## src/rtl/swu_sched_pkg.sv

```systemverilog
// Shared types and geometry helpers for the sliding-window buffer scheduler.
package swu_sched_pkg;

    typedef enum logic [1:0] {
        IDLE  = 2'd0,
        RUN   = 2'd1,
        FLUSH = 2'd2,
        DONE  = 2'd3
    } state_e;

    localparam int unsigned DEF_FOLD      = 2;
    localparam int unsigned DEF_IFM_DIM   = 8;
    localparam int unsigned DEF_OFM_DIM   = 6;
    localparam int unsigned DEF_K         = 3;
    localparam int unsigned DEF_STRIDE    = 1;
    localparam int unsigned DEF_BUF_DEPTH = 64;

    // Derived geometry of the default configuration
    localparam int unsigned TOTAL_IN    = DEF_IFM_DIM * DEF_IFM_DIM * DEF_FOLD;
    localparam int unsigned ROW_STEP    = DEF_IFM_DIM * DEF_FOLD;
    localparam int unsigned COL_STEP    = DEF_STRIDE * DEF_FOLD;
    localparam int unsigned TOTAL_BEATS = DEF_OFM_DIM * DEF_OFM_DIM * DEF_K * DEF_K * DEF_FOLD;

    // Counter width for a 0..n-1 range, never narrower than one bit
    function automatic int unsigned f_bits(input int unsigned n);
        return (n > 1) ? $clog2(n) : 1;
    endfunction

endpackage

```

## src/rtl/swu_wrap_add.sv

```systemverilog
// Modular address add: (i_base + i_step) mod DEPTH, both operands already below DEPTH.
module swu_wrap_add #(
    parameter int unsigned DEPTH = 64,
    parameter int unsigned AW    = 6
) (
    input  logic [AW-1:0] i_base,
    input  logic [AW-1:0] i_step,
    output logic [AW-1:0] o_sum_c
);

    localparam logic [AW:0] L_DEPTH = (AW+1)'(DEPTH);

    logic [AW:0] w_raw;
    logic [AW:0] w_sub;

    assign w_raw   = {1'b0, i_base} + {1'b0, i_step};
    assign w_sub   = w_raw - L_DEPTH;
    assign o_sum_c = (w_raw >= L_DEPTH) ? w_sub[AW-1:0] : w_raw[AW-1:0];

endmodule

```

## src/rtl/swu_window_scheduler.sv

```systemverilog
// Address/flow controller for a circular sliding-window buffer RAM.
// Optional `SWU_SCHED_STATS_EN adds read-starve and write-block statistics outputs.
module swu_window_scheduler
    import swu_sched_pkg::*;
#(
    parameter int unsigned FOLD      = DEF_FOLD,
    parameter int unsigned IFM_DIM   = DEF_IFM_DIM,
    parameter int unsigned OFM_DIM   = DEF_OFM_DIM,
    parameter int unsigned K         = DEF_K,
    parameter int unsigned STRIDE    = DEF_STRIDE,
    parameter int unsigned BUF_DEPTH = DEF_BUF_DEPTH,
    parameter int unsigned AW        = $clog2(BUF_DEPTH)
) (
    input  logic          clk,
    input  logic          resetn,
    input  logic          start,
    input  logic          wr_valid,
    output logic          wr_ready,
    output logic [AW-1:0] wr_addr,
    output logic          rd_valid,
    input  logic          rd_ready,
    output logic [AW-1:0] rd_addr,
    output logic          rd_last,
    output logic          busy,
    output logic          frame_done
`ifdef SWU_SCHED_STATS_EN
    ,
    output logic [31:0]   stat_rd_starve,
    output logic [31:0]   stat_wr_block
`endif
);

    localparam int unsigned L_TOTAL_IN  = IFM_DIM * IFM_DIM * FOLD;
    localparam int unsigned L_ROW_STEP  = IFM_DIM * FOLD;
    localparam int unsigned L_COL_STEP  = STRIDE * FOLD;
    localparam int unsigned L_WROW_STEP = STRIDE * L_ROW_STEP;
    localparam int unsigned CW          = $clog2(L_TOTAL_IN + BUF_DEPTH + 1);
    localparam int unsigned FW          = f_bits(FOLD);
    localparam int unsigned KW          = f_bits(K);
    localparam int unsigned OW          = f_bits(OFM_DIM);

    localparam logic [CW-1:0] C_TOTAL_IN  = CW'(L_TOTAL_IN);
    localparam logic [CW-1:0] C_DEPTH     = CW'(BUF_DEPTH);
    localparam logic [CW-1:0] C_ROW_STEP  = CW'(L_ROW_STEP);
    localparam logic [CW-1:0] C_COL_STEP  = CW'(L_COL_STEP);
    localparam logic [CW-1:0] C_WROW_STEP = CW'(L_WROW_STEP);
    localparam logic [FW-1:0] C_C_MAX     = FW'(FOLD - 1);
    localparam logic [KW-1:0] C_K_MAX     = KW'(K - 1);
    localparam logic [OW-1:0] C_O_MAX     = OW'(OFM_DIM - 1);

    state_e        r_state;
    logic [CW-1:0] r_wr_count, r_rel_count;
    // Linear element indices: current beat, kernel-row base, window base, window-row base
    logic [CW-1:0] r_cur_lin, r_row_lin, r_win_lin, r_wrow_lin;
    logic [FW-1:0] r_c;
    logic [KW-1:0] r_kw, r_kh;
    logic [OW-1:0] r_ox, r_oy;
    logic [AW-1:0] r_wr_addr, r_rd_addr, r_row_addr, r_win_addr, r_wrow_addr;
    logic          r_wr_ready, r_rd_valid, r_rd_last, r_busy, r_frame_done;

    state_e        w_state_nxt;
    logic [CW-1:0] w_wr_count_nxt, w_rel_count_nxt;
    logic [CW-1:0] w_cur_lin_nxt, w_row_lin_nxt, w_win_lin_nxt, w_wrow_lin_nxt;
    logic [FW-1:0] w_c_nxt;
    logic [KW-1:0] w_kw_nxt, w_kh_nxt;
    logic [OW-1:0] w_ox_nxt, w_oy_nxt;
    logic [AW-1:0] w_wr_addr_nxt, w_rd_addr_nxt, w_row_addr_nxt, w_win_addr_nxt, w_wrow_addr_nxt;
    logic          w_wr_ready_nxt, w_rd_valid_nxt, w_rd_last_nxt;
    logic          w_wr_fire, w_rd_fire;

    logic [AW-1:0] w_wr_addr_inc, w_rd_addr_inc, w_row_addr_step, w_win_addr_step, w_wrow_addr_step;

    swu_wrap_add #(.DEPTH(BUF_DEPTH), .AW(AW)) u_wr_inc (
        .i_base (r_wr_addr),
        .i_step (AW'(1)),
        .o_sum_c(w_wr_addr_inc)
    );

    swu_wrap_add #(.DEPTH(BUF_DEPTH), .AW(AW)) u_rd_inc (
        .i_base (r_rd_addr),
        .i_step (AW'(1)),
        .o_sum_c(w_rd_addr_inc)
    );

    swu_wrap_add #(.DEPTH(BUF_DEPTH), .AW(AW)) u_row_step (
        .i_base (r_row_addr),
        .i_step (AW'(L_ROW_STEP)),
        .o_sum_c(w_row_addr_step)
    );

    swu_wrap_add #(.DEPTH(BUF_DEPTH), .AW(AW)) u_win_step (
        .i_base (r_win_addr),
        .i_step (AW'(L_COL_STEP)),
        .o_sum_c(w_win_addr_step)
    );

    swu_wrap_add #(.DEPTH(BUF_DEPTH), .AW(AW)) u_wrow_step (
        .i_base (r_wrow_addr),
        .i_step (AW'(L_WROW_STEP)),
        .o_sum_c(w_wrow_addr_step)
    );

    assign w_wr_fire = wr_valid & r_wr_ready;
    assign w_rd_fire = r_rd_valid & rd_ready;

    // Next-state, counter and registered-output computation
    always_comb begin
        w_state_nxt     = r_state;
        w_wr_count_nxt  = r_wr_count;
        w_rel_count_nxt = r_rel_count;
        w_cur_lin_nxt   = r_cur_lin;
        w_row_lin_nxt   = r_row_lin;
        w_win_lin_nxt   = r_win_lin;
        w_wrow_lin_nxt  = r_wrow_lin;
        w_c_nxt         = r_c;
        w_kw_nxt        = r_kw;
        w_kh_nxt        = r_kh;
        w_ox_nxt        = r_ox;
        w_oy_nxt        = r_oy;
        w_wr_addr_nxt   = r_wr_addr;
        w_rd_addr_nxt   = r_rd_addr;
        w_row_addr_nxt  = r_row_addr;
        w_win_addr_nxt  = r_win_addr;
        w_wrow_addr_nxt = r_wrow_addr;

        case (r_state)
            IDLE: begin
                if (start) begin
                    w_state_nxt     = RUN;
                    w_wr_count_nxt  = '0;
                    w_rel_count_nxt = '0;
                    w_cur_lin_nxt   = '0;
                    w_row_lin_nxt   = '0;
                    w_win_lin_nxt   = '0;
                    w_wrow_lin_nxt  = '0;
                    w_c_nxt         = '0;
                    w_kw_nxt        = '0;
                    w_kh_nxt        = '0;
                    w_ox_nxt        = '0;
                    w_oy_nxt        = '0;
                    w_wr_addr_nxt   = '0;
                    w_rd_addr_nxt   = '0;
                    w_row_addr_nxt  = '0;
                    w_win_addr_nxt  = '0;
                    w_wrow_addr_nxt = '0;
                end
            end
            FLUSH: begin
                if (r_wr_count == C_TOTAL_IN) begin
                    w_state_nxt = DONE;
                end
            end
            DONE:    w_state_nxt = IDLE;
            default: w_state_nxt = r_state;
        endcase

        if (w_wr_fire) begin
            w_wr_count_nxt = r_wr_count + 1'b1;
            w_wr_addr_nxt  = w_wr_addr_inc;
        end

        // Channel fold and kw are contiguous in memory, so both step by one element
        if (w_rd_fire) begin
            if (r_c != C_C_MAX || r_kw != C_K_MAX) begin
                w_c_nxt       = (r_c == C_C_MAX) ? '0 : r_c + 1'b1;
                w_kw_nxt      = (r_c == C_C_MAX) ? r_kw + 1'b1 : r_kw;
                w_cur_lin_nxt = r_cur_lin + 1'b1;
                w_rd_addr_nxt = w_rd_addr_inc;
            end else if (r_kh != C_K_MAX) begin
                w_c_nxt        = '0;
                w_kw_nxt       = '0;
                w_kh_nxt       = r_kh + 1'b1;
                w_row_lin_nxt  = r_row_lin + C_ROW_STEP;
                w_cur_lin_nxt  = r_row_lin + C_ROW_STEP;
                w_row_addr_nxt = w_row_addr_step;
                w_rd_addr_nxt  = w_row_addr_step;
            end else begin
                w_c_nxt  = '0;
                w_kw_nxt = '0;
                w_kh_nxt = '0;
                if (r_ox != C_O_MAX) begin
                    w_ox_nxt       = r_ox + 1'b1;
                    w_win_lin_nxt  = r_win_lin + C_COL_STEP;
                    w_win_addr_nxt = w_win_addr_step;
                end else begin
                    w_ox_nxt        = '0;
                    w_oy_nxt        = (r_oy == C_O_MAX) ? '0 : r_oy + 1'b1;
                    w_wrow_lin_nxt  = r_wrow_lin + C_WROW_STEP;
                    w_wrow_addr_nxt = w_wrow_addr_step;
                    w_win_lin_nxt   = r_wrow_lin + C_WROW_STEP;
                    w_win_addr_nxt  = w_wrow_addr_step;
                end
                w_row_lin_nxt  = w_win_lin_nxt;
                w_cur_lin_nxt  = w_win_lin_nxt;
                w_row_addr_nxt = w_win_addr_nxt;
                w_rd_addr_nxt  = w_win_addr_nxt;
                if (r_ox == C_O_MAX && r_oy == C_O_MAX) begin
                    w_rel_count_nxt = C_TOTAL_IN;
                    w_state_nxt     = FLUSH;
                end else begin
                    w_rel_count_nxt = w_win_lin_nxt;
                end
            end
        end

        // Occupancy test written as an add so a release past wr_count cannot underflow
        w_wr_ready_nxt = (w_state_nxt == RUN || w_state_nxt == FLUSH)
                         && (w_wr_count_nxt < w_rel_count_nxt + C_DEPTH)
                         && (w_wr_count_nxt < C_TOTAL_IN);
        w_rd_valid_nxt = (w_state_nxt == RUN) && (w_cur_lin_nxt < w_wr_count_nxt);
        w_rd_last_nxt  = w_rd_valid_nxt && (w_c_nxt == C_C_MAX)
                         && (w_kw_nxt == C_K_MAX) && (w_kh_nxt == C_K_MAX);
    end

    always_ff @(posedge clk or negedge resetn) begin
        if (!resetn) begin
            r_state      <= IDLE;
            r_wr_count   <= '0;
            r_rel_count  <= '0;
            r_cur_lin    <= '0;
            r_row_lin    <= '0;
            r_win_lin    <= '0;
            r_wrow_lin   <= '0;
            r_c          <= '0;
            r_kw         <= '0;
            r_kh         <= '0;
            r_ox         <= '0;
            r_oy         <= '0;
            r_wr_addr    <= '0;
            r_rd_addr    <= '0;
            r_row_addr   <= '0;
            r_win_addr   <= '0;
            r_wrow_addr  <= '0;
            r_wr_ready   <= 1'b0;
            r_rd_valid   <= 1'b0;
            r_rd_last    <= 1'b0;
            r_busy       <= 1'b0;
            r_frame_done <= 1'b0;
        end else begin
            r_state      <= w_state_nxt;
            r_wr_count   <= w_wr_count_nxt;
            r_rel_count  <= w_rel_count_nxt;
            r_cur_lin    <= w_cur_lin_nxt;
            r_row_lin    <= w_row_lin_nxt;
            r_win_lin    <= w_win_lin_nxt;
            r_wrow_lin   <= w_wrow_lin_nxt;
            r_c          <= w_c_nxt;
            r_kw         <= w_kw_nxt;
            r_kh         <= w_kh_nxt;
            r_ox         <= w_ox_nxt;
            r_oy         <= w_oy_nxt;
            r_wr_addr    <= w_wr_addr_nxt;
            r_rd_addr    <= w_rd_addr_nxt;
            r_row_addr   <= w_row_addr_nxt;
            r_win_addr   <= w_win_addr_nxt;
            r_wrow_addr  <= w_wrow_addr_nxt;
            r_wr_ready   <= w_wr_ready_nxt;
            r_rd_valid   <= w_rd_valid_nxt;
            r_rd_last    <= w_rd_last_nxt;
            r_busy       <= (w_state_nxt != IDLE);
            r_frame_done <= (w_state_nxt == DONE);
        end
    end

    assign wr_ready   = r_wr_ready;
    assign wr_addr    = r_wr_addr;
    assign rd_valid   = r_rd_valid;
    assign rd_addr    = r_rd_addr;
    assign rd_last    = r_rd_last;
    assign busy       = r_busy;
    assign frame_done = r_frame_done;

`ifdef SWU_SCHED_STATS_EN
    logic [31:0] r_stat_rd_starve;
    logic [31:0] r_stat_wr_block;

    // Saturating stall counters, cleared when a new frame starts
    always_ff @(posedge clk or negedge resetn) begin
        if (!resetn) begin
            r_stat_rd_starve <= '0;
            r_stat_wr_block  <= '0;
        end else if (r_state == IDLE && start) begin
            r_stat_rd_starve <= '0;
            r_stat_wr_block  <= '0;
        end else begin
            if (r_state == RUN && !(r_cur_lin < r_wr_count) && r_stat_rd_starve != '1) begin
                r_stat_rd_starve <= r_stat_rd_starve + 32'd1;
            end
            if ((r_state == RUN || r_state == FLUSH) && wr_valid && !r_wr_ready
                && r_stat_wr_block != '1) begin
                r_stat_wr_block <= r_stat_wr_block + 32'd1;
            end
        end
    end

    assign stat_rd_starve = r_stat_rd_starve;
    assign stat_wr_block  = r_stat_wr_block;
`endif

endmodule

```

## config.mk

```make
export PLATFORM = sky130hd
export DESIGN_NAME = swu_window_scheduler
export DESIGN_NICKNAME = d
export VERILOG_FILES = /design/src/rtl/swu_sched_pkg.sv /design/src/rtl/swu_wrap_add.sv /design/src/rtl/swu_window_scheduler.sv
export SDC_FILE = /design/constraint.sdc
export NUM_CORES = 1
export LEC_CHECK = 0
export CORE_UTILIZATION = 40
export CTS_CLUSTER_SIZE = 24
export DETAILED_ROUTE_END_ITERATION = 10
export HOLD_SLACK_MARGIN = 0.1
export MAX_ROUTING_LAYER = met4
export SETUP_SLACK_MARGIN = 0.05
export SLEW_MARGIN = 20
export SYNTH_ARGS = -nofsm -noshare
export SYNTH_HDL_FRONTEND = slang
export SYNTH_SLANG_ARGS = --single-unit
```

## constraint.sdc

```tcl
create_clock -name clk -period 4.95 [get_ports clk]
set_input_delay 0.495 -clock clk [delete_from_list [all_inputs] [get_ports clk]]
set_output_delay 0.495 -clock clk [all_outputs]
set_load 0.01 [all_outputs]
```

# After elaboration in Yosys (flattened, before gate mapping)
# Index checks and enable logic that the tools add are counted.
[totals]
register_bits = 96
elab_cells = 176
[op_classes]
add_sub_neg = 21
order_cmp = 8
eq_ne = 13
muxes = 92
bitwise = 3
n_reduce_logical = 17
[op_table]
columns = ["cell", "count"]
rows = [
  ["2-to-1 mux 8 bit", 30],
  ["2-to-1 mux 6 bit", 27],
  ["2-to-1 mux 3 bit", 13],
  [">= comparator 7 bit (second input constant)", 5],
  ["2-to-1 mux 2 bit", 16],
  ["subtractor 6 x 1 -> 6 bit (second input constant)", 5],
  ["adder 8 x 1 -> 8 bit (second input constant)", 2],
  ["adder 8 x 5 -> 8 bit (second input constant)", 2],
  ["< comparator 8 bit", 2],
  ["adder 6 x 1 -> 7 bit (second input constant)", 2],
  ["adder 6 x 5 -> 7 bit (second input constant)", 2],
  ["== test 2 bit (second input constant)", 6],
  ["nonzero test 2 bit", 5],
  ["adder 8 x 2 -> 8 bit (second input constant)", 1],
  ["adder 8 x 7 -> 8 bit (second input constant)", 1],
  ["== test 8 bit (second input constant)", 1],
  ["< comparator 8 bit (second input constant)", 1],
  ["adder 6 x 2 -> 7 bit (second input constant)", 1],
  ["logical AND 1 bit", 7],
  ["adder 3 x 1 -> 3 bit (second input constant)", 2],
  ["== test 3 bit (second input constant)", 2],
  ["case mux 2 bit (3 select lines)", 1],
  ["2-to-1 mux 1 bit", 5],
  ["adder 2 x 1 -> 2 bit (second input constant)", 2],
  ["9 further kinds", 13],
]

# Longest topological paths before layout
[depth]
word_depth = 12
depth_mapped = 14
ltp_nobuf = 12

# Hierarchy
# Synthesis repeated with hierarchy kept, for this count alone.
[unflattened]
hier_cells = 604
area_unflattened_um2 = 5856.9
[by_module_without_submodules]
columns = ["mod", "n_inst", "cells_per_inst", "area_per_inst_um2"]
rows = [
  ["swu_window_scheduler", 1, 504, 4906.0],
  ["swu_wrap_add at u_rd_inc ...", 4, 19, 186.4],
  ["swu_wrap_add at u_wrow_step", 1, 24, 205.2],
]

# Worst setup path before layout
# Ideal clock, no wire load.
[synth_timing]
path_type = "register to register"
startpoint = "register r_win_lin[1]"
endpoint = "register r_rd_last, in the netlist rd_last"
setup_time_ns = 0.094
arrival_time_ns = 2.956
required_time_ns = 4.856
slack_ns = 1.900
stages_incl_launch_ff = 13
path_cell_list = "dfrtp_1 > ha_1 > nand3_2 > or3_1 > a32o_1 > or2_4 > o211ai_1 > ha_1 > and3_1 > a221o_1 > nor4_1 > nand4bb_1 > a221oi_2"
[synth_between]
elab_chain_cells = 10
[synth_rtl]
columns = ["element", "line_no", "rtl"]
rows = [
  ["start: declaration", "swu_window_scheduler.sv:54", "logic [CW-1:0] r_cur_lin, r_row_lin, r_win_lin, r_wrow_lin;"],
  ["start signal: assignment", "swu_window_scheduler.sv:245", "r_win_lin <= w_win_lin_nxt;"],
  ["adder 8 x 2 -> 8 bit", "swu_window_scheduler.sv:183", "w_win_lin_nxt = r_win_lin + C_COL_STEP;"],
  ["2-to-1 mux 8 bit", "swu_window_scheduler.sv:181", "if (r_ox != C_O_MAX) begin"],
  ["2-to-1 mux 8 bit", "swu_window_scheduler.sv:169", "end else if (r_kh != C_K_MAX) begin"],
  ["2-to-1 mux 8 bit", "swu_window_scheduler.sv:164", "if (r_c != C_C_MAX || r_kw != C_K_MAX) begin"],
  ["2-to-1 mux 8 bit", "swu_window_scheduler.sv:163", "if (w_rd_fire) begin"],
  ["via w_cur_lin_nxt[7]", "swu_window_scheduler.sv:63", "logic [CW-1:0] w_cur_lin_nxt, w_row_lin_nxt, w_win_lin_nxt, w_wrow_lin_nxt;"],
  ["< comparator 8 bit", "swu_window_scheduler.sv:210", "w_rd_valid_nxt = (w_state_nxt == RUN) && (w_cur_lin_nxt < w_wr_count_nxt);"],
  ["logical AND 1 bit", "swu_window_scheduler.sv:210", ""],
  ["logical AND 1 bit", "swu_window_scheduler.sv:211", "w_rd_last_nxt = w_rd_valid_nxt && (w_c_nxt == C_C_MAX)"],
  ["logical AND 1 bit (2 in series)", "swu_window_scheduler.sv:212", "&& (w_kw_nxt == C_K_MAX) && (w_kh_nxt == C_K_MAX);"],
  ["via w_rd_last_nxt", "swu_window_scheduler.sv:68", "logic w_wr_ready_nxt, w_rd_valid_nxt, w_rd_last_nxt;"],
  ["end signal: assignment", "swu_window_scheduler.sv:259", "r_rd_last <= w_rd_last_nxt;"],
  ["end: declaration", "swu_window_scheduler.sv:59", "logic r_wr_ready, r_rd_valid, r_rd_last, r_busy, r_frame_done;"],
]
# The timed path passes the listed nets, and every way through them passes these cells.
# A chain may end at the register's enable or synchronous reset.

# Worst setup path in the final report
[layout_timing]
startpoint = "register r_kw[0]"
endpoint = "register r_rd_last, in the netlist rd_last"
[layout_between]
elab_chain_cells = 9
word_cells_on_any_way = 24
[layout_rtl]
columns = ["element", "line_no", "rtl"]
rows = [
  ["start: declaration", "swu_window_scheduler.sv:56", "logic [KW-1:0] r_kw, r_kh;"],
  ["start signal: assignment", "swu_window_scheduler.sv:248", "r_kw <= w_kw_nxt;"],
  ["inequality test 2 bit", "swu_window_scheduler.sv:164", ""],
  ["logical OR 1 bit", "swu_window_scheduler.sv:164", ""],
  ["2-to-1 mux 8 bit", "swu_window_scheduler.sv:164", ""],
  ["2-to-1 mux 8 bit", "swu_window_scheduler.sv:163", ""],
  ["via w_cur_lin_nxt[7]", "swu_window_scheduler.sv:63", ""],
  ["< comparator 8 bit", "swu_window_scheduler.sv:210", ""],
  ["logical AND 1 bit", "swu_window_scheduler.sv:210", ""],
  ["logical AND 1 bit", "swu_window_scheduler.sv:211", ""],
  ["logical AND 1 bit (2 in series)", "swu_window_scheduler.sv:212", ""],
  ["via w_rd_last_nxt", "swu_window_scheduler.sv:68", ""],
]
# The timed path passes the listed nets, and every way through them passes these cells.

==> summary.txt <==
STA
  • Tcrit/Tclk final: between 70% and 80%
  • Post-route setup slack: around 1200 ps
  • Count of final hold-check violations: 0
  • FMAX: roughly 270 MHz
  • Crit path time final: 3740 ps
  • Final setup fails: 0
  • Relative slew slack: 44.5%
  • Worst Max-Slew Pin Slew: a little over 800 ps
  • Unrepaired setup endpoints after global routing: false
  • Final Max Slew Viols: 0
  • Fin Setup TNS: 0 ps
  • Setup Skew: roughly 8 ps

Die
  • Boundary Pins: 22
  • Die height: around 120 µm
  • DIE AREA: approximately 13,000 µm²
  • Core Region: ~13,000 µm²
  • Die width: 116 µm
  • Initial core utilization: 41.0%
  • Placement Rows: between 40 and 50

Synth
  • Post-synth EDFFs: 0
  • Top FF cell, synth: dfrtp_1
  • Synth cell types: 69
  • Leading area contributor after synthesis: dfrtp_1
  • Sequential element share of the synthesized area: 46.4%
  • Register bit count reported by yosys: 96
  • Mapped Avg Cell Area: 9.70 µm²
  • Synth top cells by count: dfrtp_1 (96), nand2_1 (71), o21ai_0 (63), nor2_1 (36), ha_1 (27)
  • Most common cell in the netlist: dfrtp_1
  • Async SR Flop Fraction: 100%
  • Synth area leaders: dfrtp_1 (46%), ha_1 (6.5%), o21ai_0 (6.1%)
  • Synth top area share: a little under half
  • Syn_nets: between 500 and 600
  • Synth Warn #: 0
  • Syn Std Cell Area: roughly 5200 µm²
  • Post-synthesis cell count: roughly 530

Detailed routing
  • Drt first pass iters: 4
  • Initial drt markers: approximately 260
  • WL final: between 10,000 and 15,000 µm
  • Remaining DRCs: 0
  • DR vias: ~4,000
  • Drt via density: about 5.6
  • Routed length per placed instance: 17.5 µm
  • DRT antenna net count: 0

Finish
  • Design area: 5870 µm²
  • Share of cells above drive strength 1: approximately 7.7%
  • Filler instances: about 1,200
  • Number of diodes: 0
  • Layout area overhead: 13.3%
  • Number of nets in the final layout: between 500 and 600

Clock network
  • Num CTS Buffers: 9
  • Clk Latency, worst-skew pair: roughly 350 ps
  • CTS resizes: 0
  • TritonCTS clock tree: built
  • H-tree depth: 3
  • CTS Root Cell: clkbuf_16
  • Worst-path clk slew: 60 ps
  • CTS sink cnt: between 90 and 100
  • Post-cts hold buffer count: 0
  • CTS max path bufs: 2
  • Post-CTS Setup Inserts: 0

Critical path
  • Critical-path top delay cell: nand2_1
  • Worst path most repeated cell: ha_1
  • Reg2Reg Depth: 13
  • Setup crit start kind: register
  • Worst-path fanout max: 21
  • Crit path capture type: register
  • Critical Path AT: ~4000 ps
  • Chain of cells forming the critical path: inv_1, ha_1, and4_1, buf_4, nand2_1, or2_4, o211ai_1, ha_1, and3_1, a221o_1, nor4_1, nand4bb_1, a221oi_2
  • Critical path type: register to register
  • CP peak stage delay: roughly 440 ps
  • Req. time, crit path: roughly 5200 ps

Global routing
  • Initial antenna violation count: 0
  • First-pass GRT wire length: 21,100 µm
  • Vias in the first global route: a little over 4,000
  • Largest net degree at the start of global routing: 53
  • Gr ovfl total: 0
  • GRT Util Overall: 21.6%

Power
  • Leak: roughly 2.8 nW
  • Worst vdd ir: ~0.00026 V
  • PwrDens: 398 nW/µm²

Placed design
  • Gpl congestion: roughly 0.83
  • Count of input and output buffers: 21
  • Dpl cell area: around 5500 µm²
  • Detailed placement HPWL: roughly 8900 µm
  • Pre-CTS setup slack: between 800 and 900 ps

Min path
  • Hold Crit Class: primary input to async pin

Status
  • Status: complete, no violations

Run
  • Max cap viols: 0
==> critical path: cells and delay by family (launching register included) <==
family | cells | cell delay, ps
flip-flops | 1 | 380
buffers and inverters | 2 | 310
AO/OA/AOI/OAI | 3 | 750
AND/OR/NAND/NOR | 6 | 1660
adder cells (fa/ha/maj) | 2 | 530
==> registers in the layout (all words and copies together), names as in the netlist, 6 cells and up <==
| name | cells |
|---|---|
| r_wrow_lin | 8 |
| r_win_addr | 6 |
| r_wrow_addr | 6 |
| r_cur_lin | 8 |
| r_wr_count | 8 |
| r_win_lin | 8 |
| wr_addr | 6 |
| r_row_lin | 8 |
| r_row_addr | 6 |
| r_rel_count | 8 |
| rd_addr | 6 |
==> final cells by class <==
cell class / count / area (µm²) / share of cell area [%]
clock buffers: 12 / 256 / 4.37
well taps: 172 / 215 / 3.67
multi-input cells: 397 / 2590 / 44.2
clock inverters: 4 / 76.3 / 1.30
flip-flops and latches: 96 / 2400 / 40.9
repair buffers: 27 / 253 / 4.31
inverters: 19 / 71.3 / 1.22
==> layout by cell type (no fill, tap or decap), types with 3 or more instances in the layout <==
cell type        Yosys  routed
dfrtp_1             96      96
nand2_1             71      71
o21ai_0             63      63
nor2_1              36      36
ha_1                27      27
nand3_1             21      21
clkdlybuf4s50_1      0      20
inv_1               19      19
a21o_1              19      19
a21oi_1             18      18
nor2b_1             11      11
and3_1               9       9
clkbuf_16            0       9
nand2b_1             8       8
xor2_1               7       7
o211ai_1             7       7
mux2i_1              7       7
buf_4                4       7
xnor2_1              6       6
a211o_1              5       5
a221o_1              5       5
a32o_1               5       5
a22o_1               5       5
nor3_1               4       4
a211oi_1             4       4
nand4_1              3       3
or2_2                3       3
or3_1                3       3
==> worst paths after layout <==
kind                            endpoint  slack (ps)           from
min                        r_wrow_lin[5]         160         resetn
max in group asynchronous     rd_addr[1]        3690         resetn
min in group clk           r_row_addr[2]         480  r_row_addr[2]
max reg2reg                      rd_last        1210        r_kw[0]
min reg2reg                r_row_addr[2]         480  r_row_addr[2]
max                              rd_last        1210        r_kw[0]
==> logic make-up after synthesis <==
family / after synthesis / synth area share [%]
xor+xnor: 13 / 2.20
buf+inv: 41 / 3.53
mux: 7 / 1.35
fa+ha+maj: 27 / 6.52
simple gates: 189 / 18.9
compound gates: 161 / 21.1
flops: 96 / 46.4
==> metal layers <==
layer	wire, µm	GRT usage, %
met5	0	-
met4	385	10.7
met3	344	2.72
met2	5850	32.1
met1	6140	29.2
==> power by group <==
part	switching, mW	leakage [nW]	total (mW)	internal [mW]
clock network	0.307	0.159	0.779	0.472
registers	0.118	1.30	1.00	0.886
logic	0.306	1.39	0.551	0.246
total	0.731	2.84	2.33	1.60
==> stage by stage <==
stage / hold slack (ps) / power [mW] / instances / util, %
CTS: 175 / 2.35 / 727 / 46.5
global route: 207 / 2.47 / 727 / 46.5
finish: 159 / 2.33 / 727 / 46.5
detailed placement: 465 / 1.57 / 711 / 43.9
floorplan: 199 / 1.36 / 534 / -
global placement: 459 / 1.55 / 711 / 43.9
Note: power is estimated with default switching activity, not from simulation.
